**src/rtl/glitch_campaign_sequencer.sv**
```systemverilog
// Fault-injection campaign sequencer: reset trigger, hold, swept delay, glitch pulse,
// observation window, repeated for a latched number of attempts.
module glitch_campaign_sequencer #(
  parameter int CNT_W      = 16,
  parameter int RESET_HOLD = 4
) (
  input  logic             clk,
  input  logic             rst,
  input  logic             start,
  input  logic             abort,
  input  logic [CNT_W-1:0] delay_start,
  input  logic [CNT_W-1:0] delay_step,
  input  logic [CNT_W-1:0] glitch_width,
  input  logic [CNT_W-1:0] window,
  input  logic [CNT_W-1:0] attempts,
  input  logic             target_flag,
  output logic             reset_trigger,
  output logic             glitch,
  output logic             busy,
  output logic             hit,
  output logic             done,
  output logic [CNT_W-1:0] attempt_idx,
  output logic [CNT_W-1:0] cur_delay
);

  // state  | meaning
  // IDLE   | waiting for start
  // RST    | one-cycle reset trigger to the target
  // HOLD   | waiting out the target reset length
  // DELAY  | cur_delay cycles before the glitch
  // GLITCH | glitch driven for glitch_width cycles
  // WINDOW | watching target_flag for window cycles
  // NEXT   | report hit, advance sweep or finish
  typedef enum logic [2:0] {IDLE, RST, HOLD, DELAY, GLITCH, WINDOW, NEXT} state_t;

  localparam logic [CNT_W-1:0] HOLD_LEN = CNT_W'(RESET_HOLD);
  localparam logic [CNT_W-1:0] SAT      = '1;

  state_t           state, state_nxt;
  logic [CNT_W-1:0] cnt;
  logic [CNT_W-1:0] step_r, width_r, window_r, attempts_r;
  logic             sticky;
  logic             launch, last, flag_seen;
  logic [CNT_W:0]   delay_sum;

  // Zero-length phases are skipped so they cost no cycles.
  function automatic state_t skip_empty(state_t s, logic [CNT_W-1:0] d,
                                        logic [CNT_W-1:0] w, logic [CNT_W-1:0] win);
    state_t r;
    r = s;
    if (r == HOLD && HOLD_LEN == '0) r = DELAY;
    if (r == DELAY && d == '0)       r = GLITCH;
    if (r == GLITCH && w == '0)      r = WINDOW;
    if (r == WINDOW && win == '0)    r = NEXT;
    return r;
  endfunction

  function automatic logic [CNT_W-1:0] phase_len(state_t s, logic [CNT_W-1:0] d,
                                                 logic [CNT_W-1:0] w, logic [CNT_W-1:0] win);
    logic [CNT_W-1:0] len;
    case (s)
      HOLD:    len = HOLD_LEN;
      DELAY:   len = d;
      GLITCH:  len = w;
      WINDOW:  len = win;
      default: len = {{(CNT_W-1){1'b0}}, 1'b1};
    endcase
    return len;
  endfunction

  assign launch    = start && !abort;
  assign last      = attempt_idx == attempts_r - 1'b1;
  assign flag_seen = sticky || (state == WINDOW && target_flag);
  assign delay_sum = {1'b0, cur_delay} + {1'b0, step_r};

  always_comb begin
    state_nxt = state;
    case (state)
      IDLE:    if (launch && attempts != '0) state_nxt = RST;
      RST:     state_nxt = skip_empty(HOLD, cur_delay, width_r, window_r);
      HOLD:    if (cnt == '0) state_nxt = skip_empty(DELAY, cur_delay, width_r, window_r);
      DELAY:   if (cnt == '0) state_nxt = skip_empty(GLITCH, cur_delay, width_r, window_r);
      GLITCH:  if (cnt == '0) state_nxt = skip_empty(WINDOW, cur_delay, width_r, window_r);
      WINDOW:  if (cnt == '0) state_nxt = NEXT;
      NEXT:    state_nxt = last ? IDLE : RST;
      default: state_nxt = IDLE;
    endcase
    if (abort && state != IDLE) state_nxt = IDLE;
  end

  // Outputs are registered from the next state so each is high exactly while its phase is current.
  always_ff @(posedge clk) begin
    if (rst) begin
      state         <= IDLE;
      cnt           <= '0;
      step_r        <= '0;
      width_r       <= '0;
      window_r      <= '0;
      attempts_r    <= '0;
      sticky        <= 1'b0;
      reset_trigger <= 1'b0;
      glitch        <= 1'b0;
      busy          <= 1'b0;
      hit           <= 1'b0;
      done          <= 1'b0;
      attempt_idx   <= '0;
      cur_delay     <= '0;
    end else begin
      state         <= state_nxt;
      reset_trigger <= state_nxt == RST;
      glitch        <= state_nxt == GLITCH;
      busy          <= state_nxt != IDLE;
      hit           <= state_nxt == NEXT && flag_seen;
      done          <= (state_nxt == NEXT && last) ||
                       (state == IDLE && launch && attempts == '0);

      if (state_nxt != state)
        cnt <= phase_len(state_nxt, cur_delay, width_r, window_r) - 1'b1;
      else if (cnt != '0)
        cnt <= cnt - 1'b1;

      if (state_nxt == RST)
        sticky <= 1'b0;
      else if (state == WINDOW && target_flag)
        sticky <= 1'b1;

      if (state == IDLE && launch) begin
        step_r      <= delay_step;
        width_r     <= glitch_width;
        window_r    <= window;
        attempts_r  <= attempts;
        cur_delay   <= delay_start;
        attempt_idx <= '0;
      end

      if (state == NEXT && state_nxt == RST) begin
        attempt_idx <= attempt_idx + 1'b1;
        cur_delay   <= delay_sum[CNT_W] ? SAT : delay_sum[CNT_W-1:0];
      end
    end
  end

endmodule

```
**config.mk**
```make
export PLATFORM = sky130hd
export DESIGN_NAME = glitch_campaign_sequencer
export DESIGN_NICKNAME = d
export VERILOG_FILES = /design/src/rtl/glitch_campaign_sequencer.sv
export SDC_FILE = /design/constraint.sdc
export NUM_CORES = 1
export LEC_CHECK = 0
export ABC_AREA = 1
export BUFFER_PORTS_ARGS = -buffer_cell sky130_fd_sc_hd__buf_2
export CORE_ASPECT_RATIO = 1.2
export CORE_UTILIZATION = 25
export DETAILED_ROUTE_END_ITERATION = 8
export PLACE_DENSITY = 0.47
export REMOVE_ABC_BUFFERS = 1
export SYNTH_ARGS = -nofsm -noshare
export SYNTH_HDL_FRONTEND = slang
export SYNTH_SLANG_ARGS = --single-unit
```
**constraint.sdc**
```tcl
create_clock -name clk -period 8.68 [get_ports clk]
set_input_delay 0.434 -clock clk [delete_from_list [all_inputs] [get_ports clk]]
set_output_delay 0.434 -clock clk [all_outputs]
set_load 0.005 [all_outputs]
```
Yosys cells after proc, flatten, opt, wreduce, memory -nomap -nowiden. Index checks and enable logic that the tools add are counted.

$add $sub $neg: 5. Eq/ne operators: 17. Muxes and demuxes: 30. Reduce and logical (&&, ||, !) cells: 28.

Operators by type and width (number): 16-bit 2-to-1 mux (9); 16-bit zero test (5); 16-bit one-hot mux with 4 select lines (1); 3-bit 2-to-1 mux (16); 16-bit by 1-bit subtractor with 16-bit output, second input constant (3); 16-bit nonzero test (2); 3-bit == test, second input constant (9); 3-bit one-hot mux with 7 select lines (1); 16-bit by 16-bit adder with 17-bit output (1); 16-bit by 1-bit adder with 16-bit output, second input constant (1); 16-bit == test (1); 3-bit by 2-bit == test with 1-bit output, second input constant (4); 1-bit logical AND (12); 3-bit by 1-bit == test with 1-bit output, second input constant (2); 3-bit nonzero test (2); 2-bit nonzero test (2); 3-bit zero test (1); 3-bit inequality test (1); 1-bit logical OR (2); 1-bit 2-to-1 mux (2); 2-bit 2-to-1 mux (1); 2-bit OR reduction (1); 1-bit zero test (1).

Bits in registers: 121. Input port bits: 85. Output and inout bits: 37. Logic and storage cells: 94.

Longest topological paths before layout.
Depth after elaboration: 21. Mapped depth: 30. Gate-level depth less buffers: 30.

Worst setup path before layout. OpenSTA, ideal clock, no wires.

Path kind: register to register. Start point: reg attempts_r[0]. End point: reg cnt[14]. Library setup time: 0.128 ns. Data arrival time: 2.955 ns. Required time: 8.552 ns. Path slack: 5.597 ns. Cell stages (with the launch flop): 28. Buffers on the path: 0. Clock period less this slack: 3.083 ns. Path through: dfxtp_1 inv_2 ha_1 inv_1 nand2_1 nand2_1 nor2_1 nand2_1 nor2_1 nand2_1 nor2_1 nand3_2 o21bai_4 nand2_4 nand2_4 nand2_2 nand2_4 nand2_4 or2_1 o21ai_2 ha_1 inv_1 nor2_2 nand2_2 nor2_1 nand3_1 nand3_1 nor2_1.

Longest elaborated chain between the ends: 11. Elaborated cells between the ends (all ways): 16. Those cells by class: add/sub: 2; eq/ne: 6; mux: 7; reduce/logical: 1.

RTL lines: start: declaration (line 41) `logic [CNT_W-1:0] step_r, width_r, window_r, attempts_r;`; start signal: assignment (line 131) `attempts_r <= attempts;`; 16-bit by 1-bit subtractor with 16-bit output (*) (line 72) `assign last = attempt_idx == attempts_r - 1'b1;`; 16-bit == test (*) (line 72); 1-bit 2-to-1 mux (*) (line 85) `NEXT: state_nxt = last ? IDLE : RST;`; 3-bit one-hot mux with 7 select lines (*) (line 78) `case (state)`; 3-bit 2-to-1 mux (*) (line 88) `if (abort && state != IDLE) state_nxt = IDLE;`; 3-bit == test or 3-bit by 2-bit == test with 1-bit output (tied branches) (line 61) `case (s)`; 16-bit one-hot mux with 4 select lines (line 61); 16-bit 2-to-1 mux (line 117) `if (state_nxt != state)`; 16-bit 2-to-1 mux (line 93) `if (rst) begin`; 16-bit by 1-bit subtractor with 16-bit output (line 118) `cnt <= phase_len(state_nxt, cur_delay, width_r, window_r) - 1'b1;`; 16-bit 2-to-1 mux (line 117); end signal: assignment (line 118); end signal: assignment (line 120) `cnt <= cnt - 1'b1;`; end: declaration (line 40) `logic [CNT_W-1:0] cnt;`.

Every way passes the cells marked *; elsewhere a longest branch is shown, timed or not. The select of a mux whose other input is x is not followed. A chain may end at the register's enable or synchronous reset.

Worst setup path in the final report.
Start point: reg state[0]. End point: reg attempt_idx[9].

Longest elaborated chain between the ends: 6. Elaborated cells between the ends (all ways): 21. Those cells by class: eq/ne: 7; mux: 8; reduce/logical: 6.

RTL lines: start: declaration (line 39) `state_t state, state_nxt;`; start signal: assignment (line 109) `state <= state_nxt;`; 3-bit == test, or another cell as far along (line 78, 136); 3-bit one-hot mux with 7 select lines or 1-bit logical AND (tied branches) (line 78, 88); 3-bit 2-to-1 mux (line 88); 3-bit by 1-bit == test with 1-bit output (line 136) `if (state == NEXT && state_nxt == RST) begin`; 1-bit logical AND (line 136); 16-bit 2-to-1 mux or 2-bit nonzero test (tied branches); end signal: assignment (line 137) `attempt_idx <= attempt_idx + 1'b1;`; end: declaration (line 22) `output logic [CNT_W-1:0] attempt_idx,`.

Parallel ways exist; a longest one is shown, timed or not.

==> impl_metrics.toml <==
[drt]
viasPerCell = 4.71
drc = 0
vias = 7454
ant_nets = 0
first_pass_iters = 6
drt_iter0_drc = 352
top_layer = "met4"
avgRoutedWirePerCell_um = 15.6
wl_met3_um = 1020
wl_met2_um = 12000
wirelength_um = 24700
m1WireLength_um = 11100

[power]
power.leakage_nw = 3.90
power.density_nw_per_um2 = 224
ir_drop_mv = 0.106

[global_route]
grt_pass1_vias = 7162
grt_remaining_overflow = 0
grt_usage = 0.172
grt_antenna_before_repair = 0
grt_max_degree = 72
grt_pass1_wl_um = 38900

[clocking]
tritoncts = "built"
cts_root_buf = "clkbuf_16"
hold_buffers = 0
cts.repair.resized = 0
clk_latency_ns = 0.42
clockBufferDepth = 2
ctsHtreeMaxLevel = 4
cts_buffers = 17
clock-sinks = 121
cts.clk_slew.worst_paths_ns = 0.06
post-cts-setup-buffers = 0

[worst_setup_path]
max_stage_delay_ns = 0.87
startpoint = "state[0]"
r2r_start = "state[0]"
start_kind = "register"
cp_data_arrival_time_ns = 4.97
crit_slowest_cell = "nor2_4"
cp-end-kind = "register"
crit_buf_inv = 3
critPathMaxFanout = 61
worstPathCellList = "nor2_1 -> nand2_1 -> nor3_4 -> buf_4 -> nand2_1 -> nand2_1 -> a21oi_2 -> nand2_4 -> nand4_1 -> nor2_4 -> inv_2 -> nand2_2 -> inv_2 -> nand2_1 -> a21oi_1"
crit_type = "register to register"
crit_path_frequent_cell = "nand2_1"
cp_top_family = "simple AND/OR/NAND/NOR gates"
required_ns = 8.96

[outcome]
outcome = "complete, no violations"

[final_layout]
fin_util = 0.309
ff_latch_area_um2 = 2420
finish.instance_area_um2 = 8690
final_cell_mix = "211 x nor2_1, 203 x nand2_1, 121 x dfxtp_1, 121 x buf_2, 107 x nand3_1"
layout_commonest_cell = "nor2_1"
synthToLayoutAreaGrowth_pct = 21.1
antenna_cells = 0
multi_input_area_um2 = 4270
drive_gt1_frac = 0.176
nNetsFinal = 1297
fillers = 3128

[synth]
synthMuxAreaShare = 0
syn_area_per_cell_um2 = 6.57
synth_top_family_by_area = "simple AND/OR/NAND/NOR gates"
synth_compound_area_frac = 0.149
ys_seq_elements = 121
synth_top_area_frac = 0.338
synth_top_area_cell = "dfxtp_1"
synthAdderAreaFrac = 0.0359
ys_top_cells_by_area = "dfxtp_1 34%, nor2_1 11%, nand2_1 11%"
synth-xor-area-share = 0.0354
ys_types = 44
netlist_instances = 1093
seq_area_frac_synth = 0.338
syn_area_um2 = 7180
synthSimpleGateAreaFrac = 0.372
synth_warnings = 0

[placed_design]
hpwlAfterDp_um = 18300
dpl_cell_area_um2 = 8100
io_buffers = 121
place_congestion = 0.829

[floorplan]
die_area_um2 = 29400
num_rows = 67
core_um2 = 28100
fp.dieH_um = 188
start_util = 0.256
die_w_um = 157
ios = 122

[sta]
fin_crit_ns = 4.69
hold_violations = 0
setup_viol = 0
period_share = 0.541
slew_violations = 0
max_freq_mhz = 213
rsz0062_at_grt = "no"
tightest_slew_ns = 1.04
skew_ns = 0.0110
relSlewSlack = 0.302
tns_ns = 0

[hold_path]
min_from = "delay_step[12]"
hp-class = "input port to register"

[flow_run]
maxCapViolCount = 0
[path summary, 6_finish.rpt]
path	slack, ns	cells past startpoint	endpoint
max reg2reg	3.99	15	attempt_idx[9]
min reg2reg	0.48	2	width_r[0]
min	0.24	3	step_r[12]
max	3.99	15	attempt_idx[9]
[layer usage]
| metal | GRT usage | vias up |
|---|---|---|
| met3 | 0.0282 | 33 |
| li1 | - | 3804 |
| met2 | 0.297 | 197 |
| met4 | 0.0633 | 0 |
| met1 | 0.214 | 3420 |
| met5 | 0 | - |
[final cells by class]
cell class,count,area share
multi-input combinational,848,0.491
sequential,121,0.279
timing repair buffer,126,0.0740
tap,379,0.0546
clock buffer,24,0.0543
inverter,78,0.0337
clock inverter,7,0.0134
[where the power goes]
part	internal (mW)	switching, mW	total [mW]
combinational	0.187	0.371	0.558
sequential	0.618	0.0470	0.665
clock	0.466	0.262	0.728
[sequential cells by signal (all words and copies together) (netlist names)]
name,cells
width_r,16
cur_delay,16
cnt,16
sticky,1
window_r,16
hit,1
busy,1
reset_trigger,1
attempt_idx,16
step_r,16
attempts_r,16
done,1
glitch,1
state,3
[worst register-to-register path, delay by kind of cell (launching register included)]
family / cells / cell delay (ns)
AND/OR/NAND/NOR: 10 / 2.99
buffers and inverters: 3 / 1.04
flip-flops: 1 / 0.39
AO/OA/AOI/OAI: 2 / 0.15
[cell usage after synthesis (all sizes together)]
master,number
o21a,1
o211ai,16
o21ai,91
a221oi,1
nand3b,1
o31ai,2
xnor2,11
and2,1
xor2,18
dfxtp,121
nor3,10
a22oi,1
nor4,1
nand4,25
clkbuf,33
a31o,1
a21boi,4
nor2,232
a21oi,68
buf,13
fa,1
o21bai,2
a31oi,5
nor3b,1
or2,3
and3,1
inv,78
nand3,109
ha,19
nand2,222
a21o,1
[stage by stage]
step	instances	total power [mW]	hold WS [ns]	setup slack [ns]
5_1_grt	1583	2.07	0.231	3.51
3_3_place_gp	1552	1.23	0.466	3.90
3_5_place_dp	1552	1.23	0.467	3.94
4_1_cts	1583	1.97	0.213	3.92
2_1_floorplan	1047	1.07	0.447	4.19
6_report	1583	1.95	0.237	3.99
[cell families (layout without fill, tap and decap cells)]
kind of cell	after synthesis	after routing
AO/OA/AOI/OAI	193	193
AND/OR/NAND/NOR	606	606
XOR/XNOR	29	29
buffers and inverters	124	235
flip-flops	121	121
adder cells (fa/ha/maj)	20	20
(Power assumes the default switching activity.)
